## src/rtl/ofdm_pkg.sv

```systemverilog
// ofdm_pkg: OFDM modem defaults shared by CP insertion and removal, plus the CP removal state type
package ofdm_pkg;
  localparam int DEF_DATA_W  = 20;
  localparam int DEF_FFT_LEN = 64;
  localparam int DEF_CP_LEN  = 16;
  typedef enum logic [1:0] {IDLE, CP, DATA} cp_state_t;
endpackage

```

## src/rtl/cp_symbol_counter.sv

```systemverilog
// cp_symbol_counter: counts accepted samples within a symbol, with sync clear/restart and terminal flags
module cp_symbol_counter #(
  parameter int FFT_LEN = 64,
  parameter int CP_LEN  = 16,
  parameter int CNT_W   = $clog2(CP_LEN + FFT_LEN)
) (
  input  logic             clk,
  input  logic             rst,
  input  logic             step,
  input  logic             clr,
  input  logic             restart,
  output logic [CNT_W-1:0] cnt,
  output logic             tc_cp,
  output logic             tc_end
);
  // restart loads 1 because the in_sop sample that triggers it is already k=0
  always_ff @(posedge clk)
    if (rst || clr) cnt <= '0;
    else if (restart) cnt <= CNT_W'(1);
    else if (step) cnt <= cnt + CNT_W'(1);
  assign tc_cp  = cnt == CNT_W'(CP_LEN - 1);
  assign tc_end = cnt == CNT_W'(CP_LEN + FFT_LEN - 1);
endmodule

```

## src/rtl/cp_remove.sv

```systemverilog
// cp_remove: drops the cyclic prefix of each received OFDM symbol and forwards FFT_LEN indexed samples.
// Define CP_REMOVE_ERR_EN to add the sop_err resync pulse output.
module cp_remove import ofdm_pkg::*; #(
  parameter int DATA_W  = DEF_DATA_W,
  parameter int FFT_LEN = DEF_FFT_LEN,
  parameter int CP_LEN  = DEF_CP_LEN,
  parameter int IDX_W   = $clog2(FFT_LEN)
) (
  input  logic              clk,
  input  logic              rst,
  input  logic              en,
  input  logic [DATA_W-1:0] in_i,
  input  logic [DATA_W-1:0] in_q,
  input  logic              in_valid,
  input  logic              in_sop,
  output logic [DATA_W-1:0] out_i,
  output logic [DATA_W-1:0] out_q,
  output logic              out_valid,
  output logic              sop_out,
  output logic              eop_out,
  output logic [IDX_W-1:0]  out_idx
`ifdef CP_REMOVE_ERR_EN
  ,
  output logic              sop_err
`endif
);
  localparam int CNT_W = $clog2(CP_LEN + FFT_LEN);
  cp_state_t state, next_state;
  logic [CNT_W-1:0] cnt;
  logic [IDX_W-1:0] idx;
  logic acc, tc_cp, tc_end, step, clr, restart, fwd;
  assign acc = en && in_valid;
  assign idx = IDX_W'(cnt - CNT_W'(CP_LEN));
  cp_symbol_counter #(.FFT_LEN(FFT_LEN), .CP_LEN(CP_LEN), .CNT_W(CNT_W)) u_cnt (
    .clk(clk), .rst(rst), .step(step), .clr(clr), .restart(restart),
    .cnt(cnt), .tc_cp(tc_cp), .tc_end(tc_end)
  );
  // an accepted in_sop restarts the symbol from any state, so it is tested first
  always_comb begin
    next_state = state;
    step = 1'b0;
    clr = 1'b0;
    restart = 1'b0;
    fwd = 1'b0;
    if (acc && in_sop) begin
      restart = 1'b1;
      next_state = (CP_LEN == 1) ? DATA : CP;
    end else if (acc && state == CP) begin
      step = 1'b1;
      next_state = tc_cp ? DATA : CP;
    end else if (acc && state == DATA) begin
      fwd = 1'b1;
      step = !tc_end;
      clr = tc_end;
      next_state = tc_end ? IDLE : DATA;
    end
  end
  always_ff @(posedge clk)
    if (rst) begin
      state <= IDLE;
      out_i <= '0;
      out_q <= '0;
      out_idx <= '0;
      out_valid <= 1'b0;
      sop_out <= 1'b0;
      eop_out <= 1'b0;
    end else begin
      state <= next_state;
      out_valid <= fwd;
      sop_out <= fwd && idx == '0;
      eop_out <= fwd && tc_end;
      if (fwd) begin
        out_i <= in_i;
        out_q <= in_q;
        out_idx <= idx;
      end
    end
`ifdef CP_REMOVE_ERR_EN
  always_ff @(posedge clk)
    if (rst) sop_err <= 1'b0;
    else sop_err <= acc && in_sop && state != IDLE;
`endif
endmodule

```

## config.mk

```make
export PLATFORM = sky130hd
export DESIGN_NAME = cp_remove
export DESIGN_NICKNAME = d
export VERILOG_FILES = /design/src/rtl/ofdm_pkg.sv /design/src/rtl/cp_symbol_counter.sv /design/src/rtl/cp_remove.sv
export SDC_FILE = /design/constraint.sdc
export NUM_CORES = 1
export LEC_CHECK = 0
export ABC_AREA = 1
export CAP_MARGIN = 20
export CORE_AREA = 2 2 78 80
export CTS_CLUSTER_DIAMETER = 40
export CTS_CLUSTER_SIZE = 40
export DETAILED_ROUTE_END_ITERATION = 8
export DIE_AREA = 0 0 80 82
export GPL_TIMING_DRIVEN = 0
export HOLD_SLACK_MARGIN = 0.1
export PLACE_DENSITY = 0.85
export SYNTH_ARGS = -nofsm -noshare
export SYNTH_HDL_FRONTEND = slang
export SYNTH_HIERARCHICAL = 1
export SYNTH_SLANG_ARGS = --single-unit
```

## constraint.sdc

```tcl
create_clock -name clk -period 3.4 [get_ports clk]
set_input_delay 0.51 -clock clk [delete_from_list [all_inputs] [get_ports clk]]
set_output_delay 0.51 -clock clk [all_outputs]
set_load 0.02 [all_outputs]
```

* Yosys cells after proc, flatten, opt, wreduce, memory -nomap -nowiden *
Cells that the tools add are included.
Widths: inputs -> output; s select.

word-level totals
  bits in registers = 58
  latch bits = 0
  RAM bits = 0
  ROM bits = 0
  input bits = 45
  output and inout port bits = 49
  logic and storage cells = 47
  memories = 0

operators by class
  add/subtract/negate cells = 2
  multipliers = 0
  div/mod/pow operators = 0
  order comparisons = 0
  equal/unequal tests = 4
  shift-type cells = 0
  multiplexer cells = 17
  bitwise operators = 0
  reduce and logical (&&, ||, !) cells = 14

operators by type and width
  operator             count
  $mux 1               13
  $mux 2               4
  $add 7x1->7 const B  1
  $eq 7x4->1 const B   1
  $eq 7x7->1 const B   1
  $logic_and 1x1->1    6
  $logic_not 6->1      1
  $sub 6x5->6 const B  1
  $reduce_bool 2->1    2
  $reduce_or 2->1      2
  $reduce_bool 3->1    1
  $eq 2x1->1 const B   1
  $eq 2x2->1 const B   1
  $logic_not 1->1      1
  $logic_or 1x1->1     1

* Longest topological paths before layout *
Gate-level depths: netlist of run 1.

  word-level depth = 7
  depth in mapped cells = 14
  gate-level depth less buffers = 13

* Modules after synthesis *
Netlist of run 1, hierarchy kept.

by module, submodules not included
  module             times used  cells an instance  area an instance (µm²)
  cp_remove          1           237                1854.3
  cp_symbol_counter  1           56                 369.1

* Worst setup path after synthesis of run 1 *
No wires, ideal clock.

  kind = flip-flop to flip-flop
  start point = reg u_cnt.cnt[0]
  end point = reg u_cnt.cnt[6]
  data arrival time = 1607 ps
  data required time = 3285 ps
  path slack = 1678 ps
  stages on the path, launching flop included = 15
  clock period less this slack = 1722 ps
  cells stage by stage = dfxtp_1 -> ha_1 -> nand3_1 -> clkinv_1 -> nand2_1 -> nor2_1 -> inv_1 -> nand3_1 -> a21oi_1 -> buf_6 -> nand2_2 -> nor2_2 -> nand3_1 -> nand2_1 -> nor2_1

on the way
  elaborated cells on any way between the ends = 11
  classes of those cells = add/sub: 1; eq/ne: 1; mux: 6; reduce/logical: 3

RTL lines
  what                    line                     source
  start, declared         cp_symbol_counter.sv:12  output logic [CNT_W-1:0] cnt,
  start signal, assigned  cp_symbol_counter.sv:20  else if (step) cnt <= cnt + CNT_W'(1);
  $eq 7x7->1              cp_symbol_counter.sv:22  assign tc_end = cnt == CNT_W'(CP_LEN + FFT_LEN - 1);
  net tc_end              cp_remove.sv:31          logic acc, tc_cp, tc_end, step, clr, restart, fwd;
  $logic_not 1->1         cp_remove.sv:53          step = !tc_end;
  $mux 1                  cp_remove.sv:51          end else if (acc && state == DATA) begin
  $mux 1                  cp_remove.sv:48          end else if (acc && state == CP) begin
  $mux 1                  cp_remove.sv:45          if (acc && in_sop) begin
  net step                cp_remove.sv:31

The timed path passes the listed nets, and every way through them passes these cells.
A chain may end at the register's enable or synchronous reset.

* Final worst setup path of run 1 *
Same ends and word-level chain as after synthesis.

==> results.sh, run 1 <==
export IMPL_status="completed"
export IMPL_place_inst=461
export IMPL_hp_class="reg2reg"
export IMPL_grt_first_pass_wirelength_um=9459
export IMPL_nNetsFinal=444
export IMPL_initial_utilization=0.3870
export IMPL_cts_resized_gates=0
export IMPL_core_um2=5746
export IMPL_post_dp_hpwl_um=4360
export IMPL_finalMaxSlewViolations=0
export IMPL_worst_pin_slew_ns=0.4876
export IMPL_routed_wl_um=6076
export IMPL_synth_seq_area_share=0.5222
export IMPL_fin_crit_sh=0.5928
export IMPL_post_cts_buffers=0
export IMPL_arrival_ns=2.24
export IMPL_place_congestion=0.8339
export IMPL_vias_per_cell=4.797
export IMPL_tns_ns=0
export IMPL_fin_crit_ns=2.015
export IMPL_hold_buffers=0
export IMPL_clk_latency_ns=0.33
export IMPL_ant_nets=0
export IMPL_clk_pin_slew_ns=0.06
export IMPL_syn_area_um2=2223
export IMPL_yosysWarnings=6
export IMPL_cts_made_buffers=9
export IMPL_worstPathMaxFanout=7
export IMPL_maxSlewHeadroom=0.6749
export IMPL_post_synth_num_cell_types=22
export IMPL_final_util=0.5984
export IMPL_place_area_um2=3248
export IMPL_ys_ff_latch=58
export IMPL_core_rowCount=28
export IMPL_drc=0
export IMPL_diodes=0
export IMPL_setup_viol=0
export IMPL_maxCapViolCount=0
export IMPL_synthToLayoutAreaGrowth_pct=54.64
export IMPL_overflow=0
export IMPL_fill_cells=514
export IMPL_powerDensity_nw_per_um2=395.4
export IMPL_finalNonFillerCells=477
export IMPL_fp_dieH_um=82
export IMPL_cts_tree="yes"
export IMPL_drtIter0Drc=99
export IMPL_avgRoutedWirePerCell_um=12.74
export IMPL_end_kind="flop"
export IMPL_cts_htree_levels=3
export IMPL_syn_area_per_cell_um2=7.588
export IMPL_synthCells=293
export IMPL_critPathKind="reg2reg"
export IMPL_peakVddDrop_mv=0.2396
export IMPL_power_leakage_nw=1.208
export IMPL_synth_async_reset_ratio=0
export IMPL_synth_nets=340
export IMPL_synth_flop_cell="dfxtp_1"
export IMPL_io_buffers=93
export IMPL_cts_sinks=58
export IMPL_die_area_um2=6560
export IMPL_grt_pass1_vias=2232
export IMPL_synth_edf_count=0
export IMPL_max_freq_mhz=496.2
export IMPL_postLayoutCellArea_um2=3438
export IMPL_grt_usage=0.1875
export IMPL_grt_setup_unrepaired="no"
export IMPL_cts_root_buffer="clkbuf_8"
export IMPL_cp_start_kind="flop"
export IMPL_finClkSkew_ns=0.004641
export IMPL_grt_max_degree=11
export IMPL_vias=2288
export IMPL_antenna_found_initial=0
export IMPL_drive_gt1_frac=0.08955
export IMPL_cts_buffer_depth=2
export IMPL_first_pass_iters=5
export IMPL_hold_viol_final=0
export IMPL_ioPinCount=94
export IMPL_die_width_um=80
export IMPL_required_ns=3.62
==> critical path, cell delays in order, from the launching register on <==
cell and delay [ns]:
dfxtp_1 0.37, ha_1 0.25, nand3_1 0.15, clkinv_1 0.12
nand2_1 0.08, nor2_1 0.04, inv_1 0.09, nand3_1 0.11
a21oi_1 0.18, buf_6 0.16, nand2_2 0.07, nor2_2 0.11
nand3_1 0.08, nand2_1 0.07, nor2_1 0.04
==> cell usage in the layout (no fill, tap or decap), drive strengths merged, types with 7 or more instances in the layout <==
master         instances
nand3                  7
clkdlybuf4s50         93
clkbuf                16
buf                   12
a21oi                 52
nand2                109
dfxtp                 58
inv                   16
nor2                  19
==> cell type report <==
class                           instances  area, um2  area share
Inverter                               18      72.57     0.02111
Timing Repair Buffer                   93      930.9      0.2707
Clock inverter                          4      25.02    0.007278
Multi-Input combinational cell        201      883.3      0.2569
Tap cell                               75      93.84     0.02729
Buffer                                 16      106.4     0.03093
Clock buffer                           12      165.2     0.04803
Sequential cell                        58       1161      0.3377
==> where the power goes <==
part	internal (W)	switching, W
registers	0.000682	0.00000330
clock network	0.000321	0.000269
logic	0.0000530	0.0000307
==> flip-flops by register name, indices dropped and copies added (netlist names) <==
register   count
out_q         20
u_cnt/cnt      7
state          2
out_idx        6
sop_out        1
out_i         20
out_valid      1
eop_out        1
==> cells by family (layout without fill, tap and decap cells) <==
logic type	Yosys count	in the layout	share of synthesized area
flops	58	58	0.5222
fa+ha+maj	2	2	0.01125
xor+xnor	1	1	0.003940
buf+inv	34	143	0.08047
simple gates	141	141	0.2532
compound gates	57	57	0.1289
==> path summary, 6_finish.rpt <==
path | to | start | slack, ns | cells after the start
hold / removal | out_q[0] | out_q[0] | 0.46 | 2
hold reg to reg | out_q[0] | out_q[0] | 0.46 | 2
setup / recovery | u_cnt/cnt[6] | u_cnt/cnt[0] | 1.38 | 14
setup reg to reg | u_cnt/cnt[6] | u_cnt/cnt[0] | 1.38 | 14
==> stage by stage <==
step / power (W) / setup WS (ns) / hold WS [ns]
6_report: 0.001360 / 1.385 / 0.4623
5_1_grt: 0.001409 / 1.205 / 0.4827
4_1_cts: 0.001370 / 1.410 / 0.4658
3_5_place_dp: 0.0007838 / 1.121 / 0.4555
3_3_place_gp: 0.0007825 / 1.166 / 0.4510
2_1_floorplan: 0.0007232 / 1.678 / 0.4681
==> cell usage after synthesis, types with 2 or more instances <==
cell | number | area share
dfxtp_1 | 58 | 0.52
nor3_1 | 4 | 0.0090
nor2_1 | 16 | 0.027
buf_6 | 5 | 0.025
nand2_1 | 108 | 0.18
buf_2 | 7 | 0.016
o21ai_0 | 4 | 0.0090
ha_1 | 2 | 0.011
inv_1 | 14 | 0.024
nand3_1 | 6 | 0.014
a21oi_1 | 52 | 0.12
clkbuf_1 | 4 | 0.0068
nor2_2 | 3 | 0.0084
inv_2 | 2 | 0.0034
==> per-layer routing <==
| metal | track usage | up-vias | wire [um] |
|---|---|---|---|
| met3 | 0.05055 | 7 | 384 |
| li1 | - | 1142 | - |
| met4 | 0.09661 | 0 | 76 |
| met1 | 0.2084 | 1059 | 2545 |
| met5 | 0 | - | 0 |
| met2 | 0.3292 | 80 | 3069 |
No activity file was read; power rests on OpenSTA's default activity.
==> run 2: changes to the inputs <==
==> constraint.sdc (replaced) <==
create_clock -name clk -period 1.9 [get_ports clk]
set_input_delay 0.285 -clock clk [delete_from_list [all_inputs] [get_ports clk]]
set_output_delay 0.285 -clock clk [all_outputs]
set_load 0.02 [all_outputs]
==> run 2 against run 1 <==
  * Clock-buffer cell count unchanged
  * Die area is the same
  * Sequential cell count stayed put
  * Cell area up 1.2%
  * Sequential power increased by 79%
  * Core utilization is 0.72 points higher
  * Highest routed layer unchanged
  * Critical endpoint is now u_cnt/cnt[4]
  * Clock skew is 0.00074 ns higher
  * Register-to-register slack lost 1.3 ns
  * Non-clock buffer count up 2
  * Combinational power rose by 85%
  * Setup slack got worse by 1.3 ns
  * Critical path depth shrank 1
==> results.sh, run 2 (synthesis results as in run 1) <==
export IMPL_status="completed"
export IMPL_max_stage_delay_ns=0.39
export IMPL_fin_crit_ns=1.830
export IMPL_grt_usage=0.1910
export IMPL_setup_viol=0
export IMPL_postLayoutCellArea_um2=3480
export IMPL_cts_sinks=58
export IMPL_maxSlewHeadroom=0.6764
export IMPL_worst_pin_slew_ns=0.4854
export IMPL_place_area_um2=3248
export IMPL_cts_tree="yes"
export IMPL_grt_pass1_vias=2223
export IMPL_slowest_stage="dfxtp_2"
export IMPL_clk_pin_slew_ns=0.07
export IMPL_cts_made_buffers=9
export IMPL_grt_first_pass_wirelength_um=9611
export IMPL_avgRoutedWirePerCell_um=13.02
export IMPL_die_width_um=80
export IMPL_maxCapViolCount=0
export IMPL_hold_viol_final=0
export IMPL_grt_max_degree=11
export IMPL_power_leakage_nw=1.223
export IMPL_final_cell_mix="nand2_1 (108), clkdlybuf4s50_1 (93), dfxtp_1 (56), a21oi_1 (51), nor2_1 (16)"
export IMPL_end_kind="flop"
export IMPL_peakVddDrop_mv=0.4293
export IMPL_hp_class="reg2reg"
export IMPL_io_buffers=93
export IMPL_holdCritStartpoint="out_q[0]"
export IMPL_worstPathMaxFanout=5
export IMPL_core_rowCount=28
export IMPL_cp_start_kind="flop"
export IMPL_ant_nets=0
export IMPL_finalNonFillerCells=479
export IMPL_crit_top_cell="nor2_1"
export IMPL_nNetsFinal=446
export IMPL_first_pass_iters=4
export IMPL_cts_root_buffer="clkbuf_8"
export IMPL_layout_commonest_cell="nand2_1"
export IMPL_whs_ns=0.4610
export IMPL_finalMaxSlewViolations=0
export IMPL_place_inst=461
export IMPL_crit_path_start="u_cnt/cnt[0]"
export IMPL_overflow=0
export IMPL_path_cells="ha_2 -> nand3_2 -> inv_2 -> nand2_1 -> nor2_1 -> inv_1 -> buf_4 -> nor2_1 -> nor2_1 -> nand2_1 -> inv_1 -> o21ai_0 -> nor2_1"
export IMPL_hold_buffers=0
export IMPL_die_area_um2=6560
export IMPL_ioPinCount=94
export IMPL_cts_buffer_depth=2
export IMPL_drive_gt1_frac=0.1114
export IMPL_required_ns=2.12
export IMPL_fin_crit_sh=0.9632
export IMPL_diodes=0
export IMPL_vias=2302
export IMPL_clk_latency_ns=0.33
export IMPL_finClkSkew_ns=0.005382
export IMPL_worstReg2RegStart="u_cnt/cnt[0]"
export IMPL_powerDensity_nw_per_um2=702.4
export IMPL_drc=0
export IMPL_core_um2=5746
export IMPL_critPathKind="reg2reg"
export IMPL_antenna_found_initial=0
export IMPL_fp_dieH_um=82
export IMPL_place_congestion=0.8339
export IMPL_post_dp_hpwl_um=4360
export IMPL_fill_cells=511
export IMPL_arrival_ns=2.05
export IMPL_cts_htree_levels=3
export IMPL_routed_wl_um=6235
export IMPL_max_freq_mhz=546.4
export IMPL_synthToLayoutAreaGrowth_pct=56.50
export IMPL_reg_top3="out_i: 20 flops, out_q: 20 flops, u_cnt/cnt: 7 flops"
export IMPL_initial_utilization=0.3870
export IMPL_vias_per_cell=4.806
export IMPL_drtIter0Drc=115
## run 2: cell types whose count changed in the layout (fill, tap and decap cells not counted)
| cell | previous run | this run |
|---|---|---|
| ha_1 | 2 | 1 |
| inv_2 | 2 | 3 |
| a21oi_1 | 52 | 51 |
| dfxtp_2 | 0 | 2 |
| a21oi_2 | 0 | 1 |
| nor2_2 | 3 | 2 |
| buf_4 | 0 | 3 |
| nand3_1 | 6 | 4 |
| clkinv_1 | 1 | 0 |
| buf_2 | 7 | 6 |
| ha_2 | 0 | 1 |
| nand3_2 | 1 | 3 |
| nor2_4 | 0 | 1 |
| dfxtp_1 | 58 | 56 |
## run 2: critical path, delay by kind of cell, from the launching register on
family | cells | cell delay [ns]
simple gates | 7 | 0.63
flops | 1 | 0.39
buf+inv | 4 | 0.39
fa+ha+maj | 1 | 0.22
compound gates | 1 | 0.09
## run 2: metrics by stage
step | worst slack [ns] | util | total power [W] | TNS, ns
2_1_floorplan | 0.1784 | - | 0.001294 | 0
3_3_place_gp | -0.1090 | 0.5653 | 0.001400 | -0.3536
3_5_place_dp | -0.1538 | 0.5653 | 0.001403 | -0.5205
4_1_cts | 0.009990 | 0.6002 | 0.002453 | 0
5_1_grt | -0.04040 | 0.6056 | 0.002526 | -0.07000
6_report | 0.06985 | 0.6056 | 0.002444 | 0
## run 2: power breakdown
group / total (W) / switching, W / internal (W)
Combinational: 0.000155 / 0.0000575 / 0.0000973
Clock: 0.00106 / 0.000487 / 0.000575
Sequential: 0.00123 / 0.00000623 / 0.00122
## run 2: worst paths after layout
path	slack [ns]	depth (start not counted)	end
min reg2reg	0.46	2	out_q[0]
min	0.46	2	out_q[0]
max reg2reg	0.07	13	u_cnt/cnt[4]
max	0.07	13	u_cnt/cnt[4]
## run 2: final cells by class
type,count,area [um2],area share
plain buffers,15,101.3,0.02913
well taps,75,93.84,0.02697
inverters,18,72.57,0.02086
flip-flops and latches,58,1164,0.3344
repair buffers,96,953.4,0.2740
clock buffers,12,165.2,0.04746
clock inverters,4,25.02,0.007192
multi-input cells,201,904.6,0.2600
## run 2: metal layers
layer,track usage,vias to the layer above,routed length [um]
li1,-,1144,-
met1,0.2132,1048,2534
met2,0.3383,101,3160
met3,0.04945,9,440
met4,0.09322,0,100
met5,0,-,0
## run 2: what timing repair did
action	CTS	global route
setup buffers	0	3
endpoints found under the setup margin	5	5
resized for setup	3	5
pin swaps	0	2
